<file path="src/rtl/pal_macrocell_core_pkg.sv">
// Shared types and bitstream layout helpers for the PAL macrocell core.
package pal_macrocell_core_pkg;

   // Control FSM: fabric is dark until a complete bitstream is applied.
   typedef enum logic {
      ST_UNCFG  = 1'b0,
      ST_ACTIVE = 1'b1
   } pal_state_e;

   // Total bitstream length: AND plane, OR plane, two macrocell bits per output.
   function automatic int cfg_len_f(input int n, input int p, input int m);
      return 2*n*p + m*p + 2*m;
   endfunction

   // AND plane starts at bit 0; term p literal i sits at p*2N+2i (true) / +1 (complement).
   function automatic int and_base_f();
      return 0;
   endfunction

   // OR plane: bit or_base + m*P + p connects term p to output m.
   function automatic int or_base_f(input int n, input int p);
      return 2*n*p;
   endfunction

   // Macrocell bits: mc_base + 2m = registered, +2m+1 = invert.
   function automatic int mc_base_f(input int n, input int p, input int m);
      return 2*n*p + m*p;
   endfunction

endpackage

</file>
<file path="src/rtl/pal_macrocell_core_if.sv">
// Configuration and logic-signal bundle between a host and the PAL core.
interface pal_macrocell_core_if #(
   parameter int N = 8,
   parameter int M = 4
);
   logic         cfg_shift;
   logic         cfg_in;
   logic         cfg_apply;
   logic [N-1:0] in_vars;
   logic [M-1:0] out_vals;
   logic         cfg_out;
   logic         cfg_ready;
   logic         cfg_err;
   logic         active;

   modport master (
      output cfg_shift, cfg_in, cfg_apply, in_vars,
      input  out_vals, cfg_out, cfg_ready, cfg_err, active
   );

   modport slave (
      input  cfg_shift, cfg_in, cfg_apply, in_vars,
      output out_vals, cfg_out, cfg_ready, cfg_err, active
   );
endinterface

</file>
<file path="src/rtl/pal_macrocell_core_macrocell.sv">
// One output macrocell: OR of connected terms, optional invert, optional flop.
module pal_macrocell #(
   parameter int P = 11
) (
   input  logic         clk,
   input  logic         res,
   input  logic         active,
   input  logic         clr,
   input  logic [P-1:0] terms,
   input  logic [P-1:0] or_mask,
   input  logic         reg_en,
   input  logic         inv,
   output logic         out_val
);
   logic sum;
   logic flop;

   assign sum = (|(terms & or_mask)) ^ inv;

   // Output flop: cleared on reset and on a committed apply, tracks sum while active.
   always_ff @(posedge clk) begin
      if (res)
         flop <= 1'b0;
      else if (clr)
         flop <= 1'b0;
      else if (active)
         flop <= sum;
   end

   // Unconfigured fabric drives 0; otherwise pick registered or combinational path.
   always_comb begin
      out_val = 1'b0;
      if (active)
         out_val = reg_en ? flop : sum;
   end
endmodule

</file>
<file path="src/rtl/pal_macrocell_core.sv">
// Serially configured PAL: shadow/active config, AND/OR planes, M macrocells.
module pal_macrocell_core
   import pal_macrocell_core_pkg::*;
#(
   parameter int N = 8,
   parameter int P = 11,
   parameter int M = 4
) (
   input  logic                  clk,
   input  logic                  res,
   pal_macrocell_core_if.slave   bus
);
   localparam int CFG_LEN = cfg_len_f(N, P, M);
   localparam int CW      = $clog2(CFG_LEN + 2);
   localparam int AND_B   = and_base_f();
   localparam int OR_B    = or_base_f(N, P);
   localparam int MC_B    = mc_base_f(N, P, M);
   localparam logic [CW-1:0] CNT_FULL = CW'(CFG_LEN);
   localparam logic [CW-1:0] CNT_OVF  = CW'(CFG_LEN + 1);

   logic [CFG_LEN-1:0] shadow;
   logic [CFG_LEN-1:0] active_cfg;
   logic [CW-1:0]      bit_cnt;
   pal_state_e         state;
   logic               cfg_err_q;
   logic               apply_ok;
   logic               is_active;
   logic [P-1:0]       terms;
   logic [M-1:0]       out_w;

   assign apply_ok  = bus.cfg_apply && (bit_cnt == CNT_FULL);
   assign is_active = (state == ST_ACTIVE);

   // Config loader and FSM. Apply wins over shift in the same cycle and is
   // judged on the pre-shift count; a partial or overlong load is rejected.
   always_ff @(posedge clk) begin
      if (res) begin
         shadow     <= '0;
         active_cfg <= '0;
         bit_cnt    <= '0;
         cfg_err_q  <= 1'b0;
         state      <= ST_UNCFG;
      end else if (bus.cfg_apply) begin
         if (bit_cnt == CNT_FULL) begin
            active_cfg <= shadow;
            bit_cnt    <= '0;
            cfg_err_q  <= 1'b0;
            state      <= ST_ACTIVE;
         end else begin
            cfg_err_q  <= 1'b1;
         end
      end else if (bus.cfg_shift) begin
         shadow <= {shadow[CFG_LEN-2:0], bus.cfg_in};
         if (bit_cnt != CNT_OVF)
            bit_cnt <= bit_cnt + 1'b1;
      end
   end

   // AND plane: a term with no literal selected must read 0, not the empty-AND 1.
   for (genvar gp = 0; gp < P; gp++) begin : g_term
      logic [N-1:0] t_sel;
      logic [N-1:0] c_sel;
      for (genvar gi = 0; gi < N; gi++) begin : g_lit
         assign t_sel[gi] = active_cfg[AND_B + gp*2*N + 2*gi];
         assign c_sel[gi] = active_cfg[AND_B + gp*2*N + 2*gi + 1];
      end
      assign terms[gp] = (|(t_sel | c_sel)) &
                         (&((~t_sel | bus.in_vars) & (~c_sel | ~bus.in_vars)));
   end

   for (genvar gm = 0; gm < M; gm++) begin : g_mc
      pal_macrocell #(.P(P)) u_mc (
         .clk     (clk),
         .res     (res),
         .active  (is_active),
         .clr     (apply_ok),
         .terms   (terms),
         .or_mask (active_cfg[OR_B + gm*P +: P]),
         .reg_en  (active_cfg[MC_B + 2*gm]),
         .inv     (active_cfg[MC_B + 2*gm + 1]),
         .out_val (out_w[gm])
      );
   end

   assign bus.out_vals  = out_w;
   assign bus.cfg_out   = shadow[CFG_LEN-1];
   assign bus.cfg_ready = (bit_cnt == CNT_FULL);
   assign bus.cfg_err   = cfg_err_q;
   assign bus.active    = is_active;
endmodule
</file>
<file path="src/flat_wrapper.sv">
// flat-port wrapper written by rule: the top's interface ports become plain ports
module pal_macrocell_core_flat import pal_macrocell_core_pkg::*;
#(
   parameter int N = 8,
   parameter int P = 11,
   parameter int M = 4
)
  (clk, res, bus_cfg_shift, bus_cfg_in, bus_cfg_apply, bus_in_vars, bus_out_vals, bus_cfg_out, bus_cfg_ready, bus_cfg_err, bus_active);
  pal_macrocell_core_if #(.N(N), .M(M)) bus_i ();
  input  logic clk;
  input  logic res;
  input wire logic [$bits(bus_i.cfg_shift)-1:0] bus_cfg_shift;
  input wire logic [$bits(bus_i.cfg_in)-1:0] bus_cfg_in;
  input wire logic [$bits(bus_i.cfg_apply)-1:0] bus_cfg_apply;
  input wire logic [$bits(bus_i.in_vars)-1:0] bus_in_vars;
  output wire logic [$bits(bus_i.out_vals)-1:0] bus_out_vals;
  output wire logic [$bits(bus_i.cfg_out)-1:0] bus_cfg_out;
  output wire logic [$bits(bus_i.cfg_ready)-1:0] bus_cfg_ready;
  output wire logic [$bits(bus_i.cfg_err)-1:0] bus_cfg_err;
  output wire logic [$bits(bus_i.active)-1:0] bus_active;
  assign bus_i.cfg_shift = bus_cfg_shift;
  assign bus_i.cfg_in = bus_cfg_in;
  assign bus_i.cfg_apply = bus_cfg_apply;
  assign bus_i.in_vars = bus_in_vars;
  assign bus_out_vals = bus_i.out_vals;
  assign bus_cfg_out = bus_i.cfg_out;
  assign bus_cfg_ready = bus_i.cfg_ready;
  assign bus_cfg_err = bus_i.cfg_err;
  assign bus_active = bus_i.active;
  pal_macrocell_core #(.N(N), .P(P), .M(M)) u_core (.clk(clk), .res(res), .bus(bus_i));
endmodule
</file>
<file path="config.mk">
export PLATFORM = sky130hd
export DESIGN_NAME = pal_macrocell_core_flat
export DESIGN_NICKNAME = d
export VERILOG_FILES = /design/src/rtl/pal_macrocell_core_pkg.sv /design/src/rtl/pal_macrocell_core_if.sv /design/src/rtl/pal_macrocell_core_macrocell.sv /design/src/rtl/pal_macrocell_core.sv /design/src/flat_wrapper.sv
export SDC_FILE = /design/constraint.sdc
export NUM_CORES = 1
export LEC_CHECK = 0
export CAP_MARGIN = 30
export CORE_MARGIN = 2
export CORE_UTILIZATION = 60
export CTS_BUF_LIST = sky130_fd_sc_hd__clkbuf_16
export CTS_CLUSTER_SIZE = 12
export DETAILED_ROUTE_END_ITERATION = 8
export GPL_TIMING_DRIVEN = 0
export HOLD_SLACK_MARGIN = 0.12
export PLACE_DENSITY_LB_ADDON = 0.05
export SLEW_MARGIN = 40
export SYNTH_ARGS = -nofsm -noshare
export SYNTH_HDL_FRONTEND = slang
export SYNTH_SLANG_ARGS = --single-unit
</file>
<file path="constraint.sdc">
create_clock -name clk -period 3.2 [get_ports clk]
set_input_delay 0.32 -clock clk [delete_from_list [all_inputs] [get_ports clk]]
set_output_delay 0.32 -clock clk [all_outputs]
set_load 0.01 [all_outputs]
</file>
==> results of run 1 <==
==> worst reg2reg max path: stages, from the launching register on <==
cell and delay (ns):
dfxtp_1 0.41, and4bb_2 0.32, and4_1 0.20, clkbuf_1 0.49
clkbuf_1 0.69, clkbuf_1 0.52, nand2_1 0.15, a21oi_1 0.27
==> state kept, by name (all words and copies together) (netlist names) <==
signal and flops:
u_core.bus.active 1, u_core.bus.cfg_err 1, u_core.shadow 228, u_core.bit_cnt 8
u_core.active_cfg 228, u_core.g_mc.u_mc.flop 4
==> layout make-up <==
| cell class | instances | share of cell area |
|---|---|---|
| sequential | 470 | 0.4366 |
| multi-input combinational | 1683 | 0.4069 |
| clock buffer | 49 | 0.05671 |
| buffer | 166 | 0.03530 |
| timing repair buffer | 68 | 0.03524 |
| tap | 390 | 0.02257 |
| clock inverter | 26 | 0.006076 |
| inverter | 3 | 0.0005208 |
| antenna | 1 | 0.0001157 |
==> kinds of logic (layout without fill, tap and decap cells) <==
logic type               Yosys count  after routing  share of synthesized area
AND/OR/NAND/NOR                 1097           1097                     0.2566
AO/OA/AOI/OAI                    491            491                     0.1388
flip-flops                       470            470                     0.5135
buffers and inverters            171            312                    0.03913
multiplexers                      88             88                    0.04807
XOR/XNOR                           4              4                   0.001912
adder cells (fa/ha/maj)            3              3                   0.002049
other                              0              1                          0
==> power breakdown <==
| group | internal, mW | total [mW] | switching, mW |
|---|---|---|---|
| Sequential | 5.85 | 5.86 | 0.00304 |
| Combinational | 0.120 | 0.417 | 0.297 |
| Clock | 2.81 | 4.98 | 2.18 |
==> routing by layer <==
| layer | global-route usage | vias to the layer above | wire, um |
|---|---|---|---|
| met5 | 0 | - | 0 |
| met4 | 0.1467 | 0 | 2418 |
| met3 | 0.05153 | 155 | 3713 |
| met2 | 0.4846 | 609 | 22390 |
| met1 | 0.4214 | 7804 | 21640 |
| li1 | - | 8064 | - |
==> path summary, 6_finish.rpt <==
check	start	to	cells past startpoint
hold reg to reg	u_core.active_cfg[212]$_SDFFE_PP0P_	u_core.active_cfg[212]$_SDFFE_PP0P_	2
setup / recovery	u_core.active_cfg[169]$_SDFFE_PP0P_	bus_out_vals[0]	8
hold / removal	bus_cfg_in	u_core.shadow[0]$_SDFFE_PP0P_	3
setup reg to reg	u_core.bit_cnt[2]$_SDFFE_PP0P_	u_core.active_cfg[217]$_SDFFE_PP0P_	7
==> metrics by stage <==
step	hold WS [ns]	std cells	worst slack, ns	setup TNS, ns	instance area (um^2)
3_5_place_dp	0.4416	2734	-0.8235	-2.481	19020
3_3_place_gp	0.4395	2734	-0.7577	-2.503	19010
5_1_grt	0.4085	2855	-0.1238	-0.2399	21620
4_1_cts	0.3929	2850	-0.07483	-0.07483	21420
2_1_floorplan	0.4312	2324	0.7804	0	18320
6_report	0.3957	2856	-0.08982	-0.08982	21620
==> placed cells by master (no fill, tap or decap), types with 7 or more instances in the layout <==
cell | Yosys | final
clkdlybuf4s50_1 | 0 | 8
nand3_1 | 9 | 7
nand2_1 | 916 | 916
mux2i_1 | 88 | 84
nor4b_1 | 32 | 18
buf_12 | 0 | 9
nor4_2 | 1 | 18
nor4_4 | 0 | 10
nor2_1 | 8 | 7
nor4_1 | 44 | 17
dfxtp_2 | 0 | 22
clkinv_1 | 0 | 7
clkbuf_16 | 0 | 49
nor4b_4 | 0 | 7
a21oi_1 | 462 | 462
inv_1 | 3 | 17
o21ai_0 | 8 | 7
nor4b_2 | 0 | 7
clkbuf_1 | 155 | 153
and4_4 | 0 | 9
dfxtp_1 | 470 | 447
nand4_1 | 26 | 26
buf_4 | 4 | 37
nor3_1 | 12 | 8
==> what timing repair did <==
action                     4_1_cts  5_1_grt
setup buffers                   34        6
cloned                           8        0
hold endpoints to repair         0        0
pin swaps                       53       31
setup endpoints to repair        4        4
resized for setup              153       46
==> out/metrics.csv, run 1 <==
stage,metric,value,unit
final_layout,syn_to_final_growth,18.00,%
cts,clk_latency,0.55,ns
grt,grt_overflow,0,
grt,grt_pass1_vias,15340,
grt,track_usage,0.3106,
cts,clk_pin_slew,0.06,ns
final_layout,seqCellArea,9440,um^2
critical_path,ff2ff_setup_slack,0.06,ns
cts,cts_buffers,48,
final_layout,drive_gt1_frac,0.09209,
final_layout,fillCellCount,2348,
cts,cts_root_buf,clkbuf_16,
critical_path,worst-path-max-fanout,3,
logic_synthesis,ys_seq_elements,470,
timing,slew_viol_final,0,
die,die-area,31950,um^2
grt,grt_start_max_net_pins,13,
die,start_util,0.6134,
logic_synthesis,ys_top_cells_by_area,"dfxtp_1, nand2_1, a21oi_1",
cts,cts_tree,done,
critical_path,critPathMaxStageDelay,0.55,ns
critical_path,critPathLaunchType,register,
timing,final.min_clock_period,3.290,ns
die,num_rows,63,
logic_synthesis,yosys-top-cells-count,"nand2_1, dfxtp_1, a21oi_1, clkbuf_1, mux2i_1",
logic_synthesis,synth_flop_cell,dfxtp_1,
cts,cts_hold_buf,0,
logic_synthesis,syn_area,18320,um^2
critical_path,crit_path_cell_trace,nor4_2 -> and4_4 -> buf_4 -> nor4b_1 -> or4_4 -> or4_4 -> nand3_4 -> buf_6,
routing,ant_nets,0,
grt,grt_pass1_wl,78340,um
cts,cts.sinks,470,
grt,antenna_found_initial,0,
routing,avgViaCountPerCell,5.824,
placement,gp_congestion,0.8754,
critical_path,worst-setup-path-type,reg2out,
timing,setup_violations,1,
critical_path,path_buf_inv,2,
timing,fin_skew,0.01311,ns
power,p_leak,7.178,nW
timing,setup_ws,-0.08982,ns
critical_path,worstSetupEndpointType,primary output,
critical_path,worstPathRequired,2.88,ns
routing,drt_iter0_markers,1444,
logic_synthesis,yosysMostFrequentCell,nand2_1,
final_layout,post-route-util,0.7238,
die,io_pins,21,
logic_synthesis,async_flop_share,0,
timing,tightest_slew,0.8678,ns
hold_path,hold_path_class,in2reg,
timing,period_share,1.028,
logic_synthesis,syn-num-nets,2340,
outcome,violations,setup timing,
power,total_power,11.25,mW
cts,ctsLongestPathBuffers,3,
final_layout,fin_nets,2456,
critical_path,cp.arrival,2.97,ns
timing,fmax,304.0,MHz
final_layout,multiInputGateArea,8797,um^2
run,max-cap-violations,0,
logic_synthesis,ys_seq_area_frac,0.5135,
logic_synthesis,yosys_warnings,0,
critical_path,crit_family,simple AND/OR/NAND/NOR gates,
critical_path,crit_top_cell,or4_4,
routing,drt-total-wl,50170,um
logic_synthesis,yosysTopAreaCell,dfxtp_1,
routing,drc_errors,0,
timing,hold_violations,0,
power,vdd_drop_max,427.0,uV
routing,via_count,16630,
die,die_x,178.8,um
cts,h-tree-depth,2,
logic_synthesis,synthCells,2324,
logic_synthesis,synth_top_area_share,0.5135,
critical_path,cp_slowest_cell,or4_4,
routing,wl_per_cell,17.56,um
routing,dr.pass1.iters,7,
timing,relSlewSlack,0.4214,
logic_synthesis,synth_edf_count,0,
logic_synthesis,synth_cell_types,49,
die,core,29870,um^2
outcome,status,"finished, violations left",
placement,place.port_buffers,20,
timing,rsz0062_at_grt,yes,
logic_synthesis,avgSynthCellArea,7.885,um^2
power,power-per-cell-area,520.5,nW/um^2
placement,dpl.hpwl,31510,um
die,fp.dieH,178.8,um
Note: power is estimated with default switching activity, not from simulation.
==> inputs of run 2 (changes only) <==
- GPL_ROUTABILITY_DRIVEN: unset -> 0
- SLEW_MARGIN: 40 -> 5
==> run 2 against run 1 <==
Against the previous run:
- the run still ends with setup timing left
- worst hold slack improved by 0.0024 ns
- highest routed layer unchanged
- critical endpoint is now bus_out_vals[1]
- clock-buffer cell count unchanged
- maximum frequency up 0.26%
- die area stayed put
==> out/metrics.csv, run 2 (same netlist as run 1, synthesis figures left out) <==
stage,metric,value,unit,change
grt,track_usage,0.3059,,-0.004741
routing,wl_per_cell,17.41,um,-0.88%
hold_path,hold_path_class,in2reg,,
final_layout,fin_nets,2465,,+0.37%
power,vdd_drop_max,383.3,uV,-10%
timing,final.min_clock_period,3.281,ns,-0.008526 ns
power,switching_share,0.2182,,-0.001811
timing,setup_tns,-0.1562,ns,-0.06641 ns
timing,fmax,304.8,MHz,+0.26%
power,p_clk_frac,0.442,,about the same
routing,drt-total-wl,49790,um,-0.75%
routing,avgViaCountPerCell,5.846,,+0.38%
placement,place_area,19010,um^2,about the same
timing,relSlewSlack,0.3388,,-0.08266
placement,dpl.hpwl,31450,um,-0.18%
critical_path,cp.arrival,2.96,ns,about the same
critical_path,critPathLaunchType,input pin,,
outcome,violations,setup timing,,
final_layout,stdcell_area,21550,um^2,-0.34%
power,p_leak,7.154,nW,-0.34%
cts,cts_root_buf,clkbuf_16,,
grt,antenna_found_initial,1,,+1
final_layout,mostFrequentLayoutCells,"nand2_1, a21oi_1, dfxtp_1",,
outcome,status,"finished, violations left",,
placement,place.port_buffers,20,,unchanged
critical_path,ff2ff_setup_slack,0.25,ns,+0.19 ns
power,power.internal,8.753,mW,-0.28%
critical_path,worstPathRequired,2.88,ns,about the same
power,power-per-cell-area,519.6,nW/um^2,-0.17%
timing,setup_ws,-0.08129,ns,+0.008526 ns
die,fp.dieH,178.8,um,unchanged
timing,tightest_slew,0.9918,ns,+0.1240 ns
run,max-cap-violations,0,,unchanged
power,total_power,11.20,mW,-0.51%
critical_path,crit_path_cell_trace,clkdlybuf4s15_2 -> bufbuf_16 -> mux2i_1 -> nand4_1 -> nor4b_4 -> nor4_4 -> a2111oi_2 -> nand4b_1 -> buf_4 -> clkbuf_2,,
die,die_x,178.8,um,unchanged
critical_path,reg2reg_to,u_core.active_cfg[188]$_SDFFE_PP0P_,,
timing,slew_viol_final,0,,unchanged
routing,drc_errors,0,,unchanged
critical_path,worstSetupEndpointType,primary output,,
critical_path,rr_worst_depth,7,,unchanged
critical_path,crit_family,simple AND/OR/NAND/NOR gates,,
cts,h-tree-depth,2,,unchanged
cts,clk_latency,0.55,ns,about the same
hold_path,holdPathEnd,u_core.shadow[0]$_SDFFE_PP0P_,,
power,combPwrFrac,0.035,,-0.002
final_layout,final_common_cell,nand2_1,,
power,p_seq_frac,0.523,,+0.003
power,power.net_switching,2.444,mW,-1.3%
die,num_rows,63,,unchanged
die,core,29870,um^2,unchanged
final_layout,drive_gt1_frac,0.09190,,-0.0001864
grt,grt_pass1_vias,15340,,-0.039%
die,io_pins,21,,unchanged
final_layout,n_antenna_cell,0,,-1
cts,ctsLongestPathBuffers,3,,unchanged
final_layout,post-route-util,0.7213,,-0.002471
hold_path,hold_depth,3,,unchanged
final_layout,fillCellCount,2321,,-1.1%
hold_path,hp-start,bus_cfg_in,,
timing,fin_skew,0.02201,ns,+0.008909 ns
routing,via_count,16720,,+0.52%
critical_path,path_buf_inv,4,,+2
grt,grt_pass1_wl,77770,um,-0.73%
die,start_util,0.6134,,unchanged
timing,period_share,1.025,,-0.002664
timing,rsz0062_at_grt,yes,,
timing,hold_violations,0,,unchanged
routing,dr.pass1.iters,6,,-1
final_layout,reg_top3,"u_core.active_cfg: 228 flops, u_core.shadow: 228 flops, u_core.bit_cnt: 8 flops",,
critical_path,worst-path-max-fanout,5,,+2
critical_path,cp_slowest_cell,nor4b_4,,
cts,clk_pin_slew,0.06,ns,about the same
timing,setup_violations,3,,+2
grt,grt_start_max_net_pins,13,,unchanged
cts,cts_hold_buf,0,,unchanged
cts,cts.sinks,470,,unchanged
final_layout,syn_to_final_growth,17.60,%,
grt,grt_overflow,0,,unchanged
routing,drt_iter0_markers,1559,,+8.0%
cts,cts_buffers,47,,-2.1%
critical_path,worst-setup-path-type,in2out,,
routing,ant_nets,0,,unchanged
timing,whs,0.3981,ns,+0.002449 ns
cts,cts_tree,done,,
critical_path,critPathMaxStageDelay,0.59,ns,+0.04 ns
die,die-area,31950,um^2,unchanged
critical_path,r2r-start,u_core.bit_cnt[2]$_SDFFE_PP0P_,,
[run 2: changes by cell type in the layout (fill, tap and decap cells not counted), sizes merged]
cell and change:
clkinv -2, clkdlybuf4s15 -3, buf +11, clkinvlp -1
bufbuf -1, clkdlybuf4s18 -1, diode -1, dlygate4sd2 +4
inv -2
[run 2: what timing repair did]
item / CTS / global route
pin swaps: 48 / 24
setup endpoints to repair: 4 / 4
setup buffers: 45 / 10
gates cloned: 4 / 0
resized for setup: 144 / 38
hold endpoints to repair: 0 / 0
[run 2: power by group through the flow]
| stage | sequential, mW | clock, mW | combinational [mW] |
|---|---|---|---|
| 2_1_floorplan | 5.99 | 0 | 0.212 |
| 3_3_place_gp | 5.99 | 0 | 0.339 |
| 3_5_place_dp | 5.99 | 0 | 0.343 |
| 4_1_cts | 5.86 | 4.99 | 0.384 |
| 5_1_grt | 5.85 | 5.20 | 0.419 |
| 6_report | 5.85 | 4.95 | 0.397 |
[run 2: worst max-delay path by stage]
stage                                   startpoint              end  slack (ns)  cells past startpoint
3_3_place_gp                        bus_in_vars[1]  bus_out_vals[1]       -0.76                     10
6_report                            bus_in_vars[3]  bus_out_vals[1]       -0.08                     10
5_1_grt                             bus_in_vars[3]  bus_out_vals[1]       -0.14                     10
4_1_cts        u_core.active_cfg[116]$_SDFFE_PP0P_  bus_out_vals[1]       0.004                     11
3_5_place_dp                        bus_in_vars[2]  bus_out_vals[1]       -0.83                     10
2_1_floorplan  u_core.active_cfg[147]$_SDFFE_PP0P_  bus_out_vals[0]        0.78                      7
[run 2: final cells by class]
cell class / instances / area (um^2) / area share
multi-input cells: 1683 / 8772 / 0.4071
plain buffers: 166 / 760.7 / 0.03530
clock inverters: 21 / 107.6 / 0.004994
inverters: 3 / 11.26 / 0.0005226
well taps: 390 / 488.0 / 0.02265
repair buffers: 78 / 744.5 / 0.03455
flip-flops and latches: 470 / 9438 / 0.4380
clock buffers: 49 / 1226 / 0.05690
[run 2: metrics by stage]
step / cells / worst slack, ns
5_1_grt: 2860 / -0.1400
4_1_cts: 2851 / 0.003681
3_5_place_dp: 2734 / -0.8284
2_1_floorplan: 2324 / 0.7804
3_3_place_gp: 2734 / -0.7577
6_report: 2860 / -0.08129
[run 2: tightest hold or removal path, stage by stage]
cell	delay [ns]
clkdlybuf4s50_1	0.44
nand2_1	0.08
a21oi_1	0.05
[run 2: routing by layer]
layer | vias to the layer above | track usage | wire [um]
li1 | 8064 | - | -
met1 | 7958 | 0.4220 | 21790
met2 | 544 | 0.4891 | 22610
met3 | 153 | 0.04856 | 3616
met4 | 0 | 0.1050 | 1772
met5 | - | 0 | 0
==> inputs of run 3 (changes only) <==
- CAP_MARGIN: 30 -> 10
- DONT_BUFFER_PORTS: unset -> 1
- SLEW_MARGIN: 5 -> 20
==> run 3 against run 2 <==
Against the previous run:
- the run still ends with setup timing left
- wire length shrank 2.6%
- die area is the same
- core utilization decreased by 3.1 points
- non-clock buffer count fell by 63
- global-route usage shrank 0.74 points
- cell count fell by 2.1%
- combinational power is 17% lower
- via count fell by 2.9%
- worst setup slack better by 0.065 ns
- critical endpoint is now bus_out_vals[0]
- register-to-register slack gained 0.13 ns
- sequential share of layout area rose by 1.9 points
==> out/metrics.csv, run 3 (same netlist as run 1, synthesis figures left out) <==
stage,metric,value,unit,change
cts,cts_root_buf,clkbuf_16,,
power,p_leak,6.752,nW,-5.6%
cts,clk_pin_slew,0.06,ns,about the same
cts,ctsLongestPathBuffers,3,,unchanged
routing,via_count,16230,,-2.9%
final_layout,final_cell_count_no_fill,2800,,-2.1%
critical_path,worstPathRequired,2.88,ns,about the same
placement,dp.cells,2714,,-0.73%
timing,fmax,310.9,MHz,+2.0%
die,start_util,0.6134,,unchanged
timing,rsz0062_at_grt,yes,,
final_layout,stdcell_area,20610,um^2,-4.4%
power,power-per-cell-area,536.5,nW/um^2,+3.3%
routing,avgViaCountPerCell,5.797,,-0.84%
critical_path,r2r-start,u_core.bit_cnt[2]$_SDFFE_PP0P_,,
hold_path,hold_path_class,in2reg,,
final_layout,post-route-util,0.6898,,-0.03150
critical_path,endpoint,bus_out_vals[0],,
timing,slew_viol_final,0,,unchanged
critical_path,reg2reg_to,u_core.active_cfg[183]$_SDFFE_PP0P_,,
critical_path,critPathMaxStageDelay,0.55,ns,-0.04 ns
outcome,violations,setup timing,,
cts,cts.sinks,470,,unchanged
grt,grt_start_max_net_pins,13,,unchanged
final_layout,mostFrequentLayoutCells,"nand2_1, a21oi_1, dfxtp_1",,
critical_path,worstSetupEndpointType,primary output,,
critical_path,ff2ff_setup_slack,0.38,ns,+0.13 ns
placement,dpl_worst_slack,0.2760,ns,+1.104 ns
die,io_pins,21,,unchanged
critical_path,crit_top_cell,or4_4,,
routing,wl_per_cell,17.33,um,-0.48%
hold_path,hold_depth,3,,unchanged
timing,setup_violations,1,,-2
critical_path,cp.arrival,2.90,ns,-0.06 ns
final_layout,syn_to_final_growth,12.46,%,
timing,final.min_clock_period,3.216,ns,-0.06501 ns
placement,place.port_buffers,0,,-100%
timing,setup_tns,-0.01629,ns,+0.1399 ns
final_layout,final_common_cell,nand2_1,,
die,num_rows,63,,unchanged
final_layout,n_antenna_cell,0,,unchanged
placement,dpl.hpwl,33090,um,+5.2%
routing,dr.pass1.iters,6,,unchanged
power,vdd_drop_max,416.6,uV,+8.7%
cts,cts_buffers,47,,unchanged
critical_path,worst-setup-path-type,reg2out,,
final_layout,seqCellArea,9427,um^2,-0.12%
critical_path,rr_worst_depth,7,,unchanged
run,max-cap-violations,0,,unchanged
cts,cts_tree,done,,
routing,drt-total-wl,48510,um,-2.6%
die,die-area,31950,um^2,unchanged
final_layout,reg_top3,"u_core.active_cfg: 228 flops, u_core.shadow: 228 flops, u_core.bit_cnt: 8 flops",,
critical_path,startpoint,u_core.active_cfg[100]$_SDFFE_PP0P_,,
routing,drc_errors,0,,unchanged
timing,hold_violations,0,,unchanged
power,total_power,11.06,mW,-1.3%
final_layout,fin_nets,2402,,-2.6%
timing,period_share,1.005,,-0.02031
die,fp.dieH,178.8,um,unchanged
grt,track_usage,0.2985,,-0.007441
timing,tightest_slew,0.9894,ns,-0.002433 ns
final_layout,drive_gt1_frac,0.05934,,-0.03257
timing,relSlewSlack,0.3404,,+0.001622
critical_path,crit_path_cell_trace,mux2i_1 -> and4_2 -> nor4bb_4 -> or4_4 -> or4_4 -> nand3_2 -> buf_6,,
critical_path,critPathLaunchType,register,,
routing,drt_iter0_markers,1362,,-13%
timing,fin_skew,0.01322,ns,-0.008795 ns
routing,ant_nets,0,,unchanged
final_layout,fillCellCount,2519,,+8.5%
grt,grt_pass1_wl,75650,um,-2.7%
outcome,status,"finished, violations left",,
grt,grt_pass1_vias,15030,,-2.0%
final_layout,multiInputGateArea,8524,um^2,-2.8%
cts,h-tree-depth,2,,unchanged
die,die_x,178.8,um,unchanged
placement,place_area,18810,um^2,-1.1%
critical_path,cp_slowest_cell,or4_4,,
cts,clk_latency,0.55,ns,about the same
timing,setup_ws,-0.01629,ns,+0.06501 ns
timing,whs,0.1484,ns,-0.2497 ns
critical_path,worst-path-max-fanout,4,,-1
die,core,29870,um^2,unchanged
grt,antenna_found_initial,0,,-1
grt,grt_overflow,0,,unchanged
==> run 3: changes by cell type in the layout (fill, tap and decap cells not counted), moves of 5 or more <==
| cell | change |
|---|---|
| clkdlybuf4s50_1 | -8 |
| nor4_2 | -6 |
| buf_4 | -41 |
| dfxtp_2 | -6 |
| buf_12 | -8 |
| buf_6 | +6 |
| nor4b_1 | +14 |
| nor4_1 | +5 |
| nor4b_2 | -6 |
| nor4b_4 | -8 |
| inv_1 | +5 |
| dfxtp_1 | +7 |
==> run 3: power breakdown <==
group,leakage [nW],internal (mW),switching [mW]
Combinational,2.25,0.0655,0.264
Sequential,3.79,5.85,0.00333
Clock,0.712,2.71,2.16
==> run 3: worst min path at each step <==
stage                                             start                                  end  slack, ns
finish                                    bus_cfg_shift       u_core.bit_cnt[0]$_SDFFE_PP0P_       0.15
global route                              bus_cfg_shift       u_core.bit_cnt[0]$_SDFFE_PP0P_       0.18
CTS                                       bus_cfg_shift       u_core.bit_cnt[0]$_SDFFE_PP0P_       0.13
detailed placement  u_core.active_cfg[185]$_SDFFE_PP0P_  u_core.active_cfg[185]$_SDFFE_PP0P_       0.44
global placement    u_core.active_cfg[186]$_SDFFE_PP0P_  u_core.active_cfg[186]$_SDFFE_PP0P_       0.44
floorplan           u_core.active_cfg[182]$_SDFFE_PP0P_  u_core.active_cfg[182]$_SDFFE_PP0P_       0.43
==> run 3: worst max-delay path, delay by kind of cell, from the launching register on <==
| kind | cells | cell delay, ns |
|---|---|---|
| buffers and inverters | 1 | 0.11 |
| DFF | 1 | 0.42 |
| muxes | 1 | 0.11 |
| and+or+nand+nor | 5 | 1.70 |
==> run 3: layout make-up <==
type	instances	share of cell area
tap	390	0.02368
buffer	168	0.03443
sequential	470	0.4574
timing repair buffer	13	0.006193
multi-input combinational	1683	0.4137
clock inverter	24	0.004554
clock buffer	49	0.05950
inverter	3	0.0005464
==> run 3: metal layers <==
layer,GRT usage,part of all wire,routed length (um)
met1,0.3837,0.43,20840
met5,0,0,0
met3,0.04962,0.064,3083
met4,0.1145,0.040,1950
met2,0.5034,0.47,22640
==> run 3: timing repair <==
item | in CTS | in global routing
cloned | 0 | 0
setup buffers | 5 | 6
pin swaps | 12 | 25
resized for setup | 34 | 45
hold buffers | 2 | 0
setup endpoints to repair | 4 | 3
hold endpoints to repair | 4 | 0
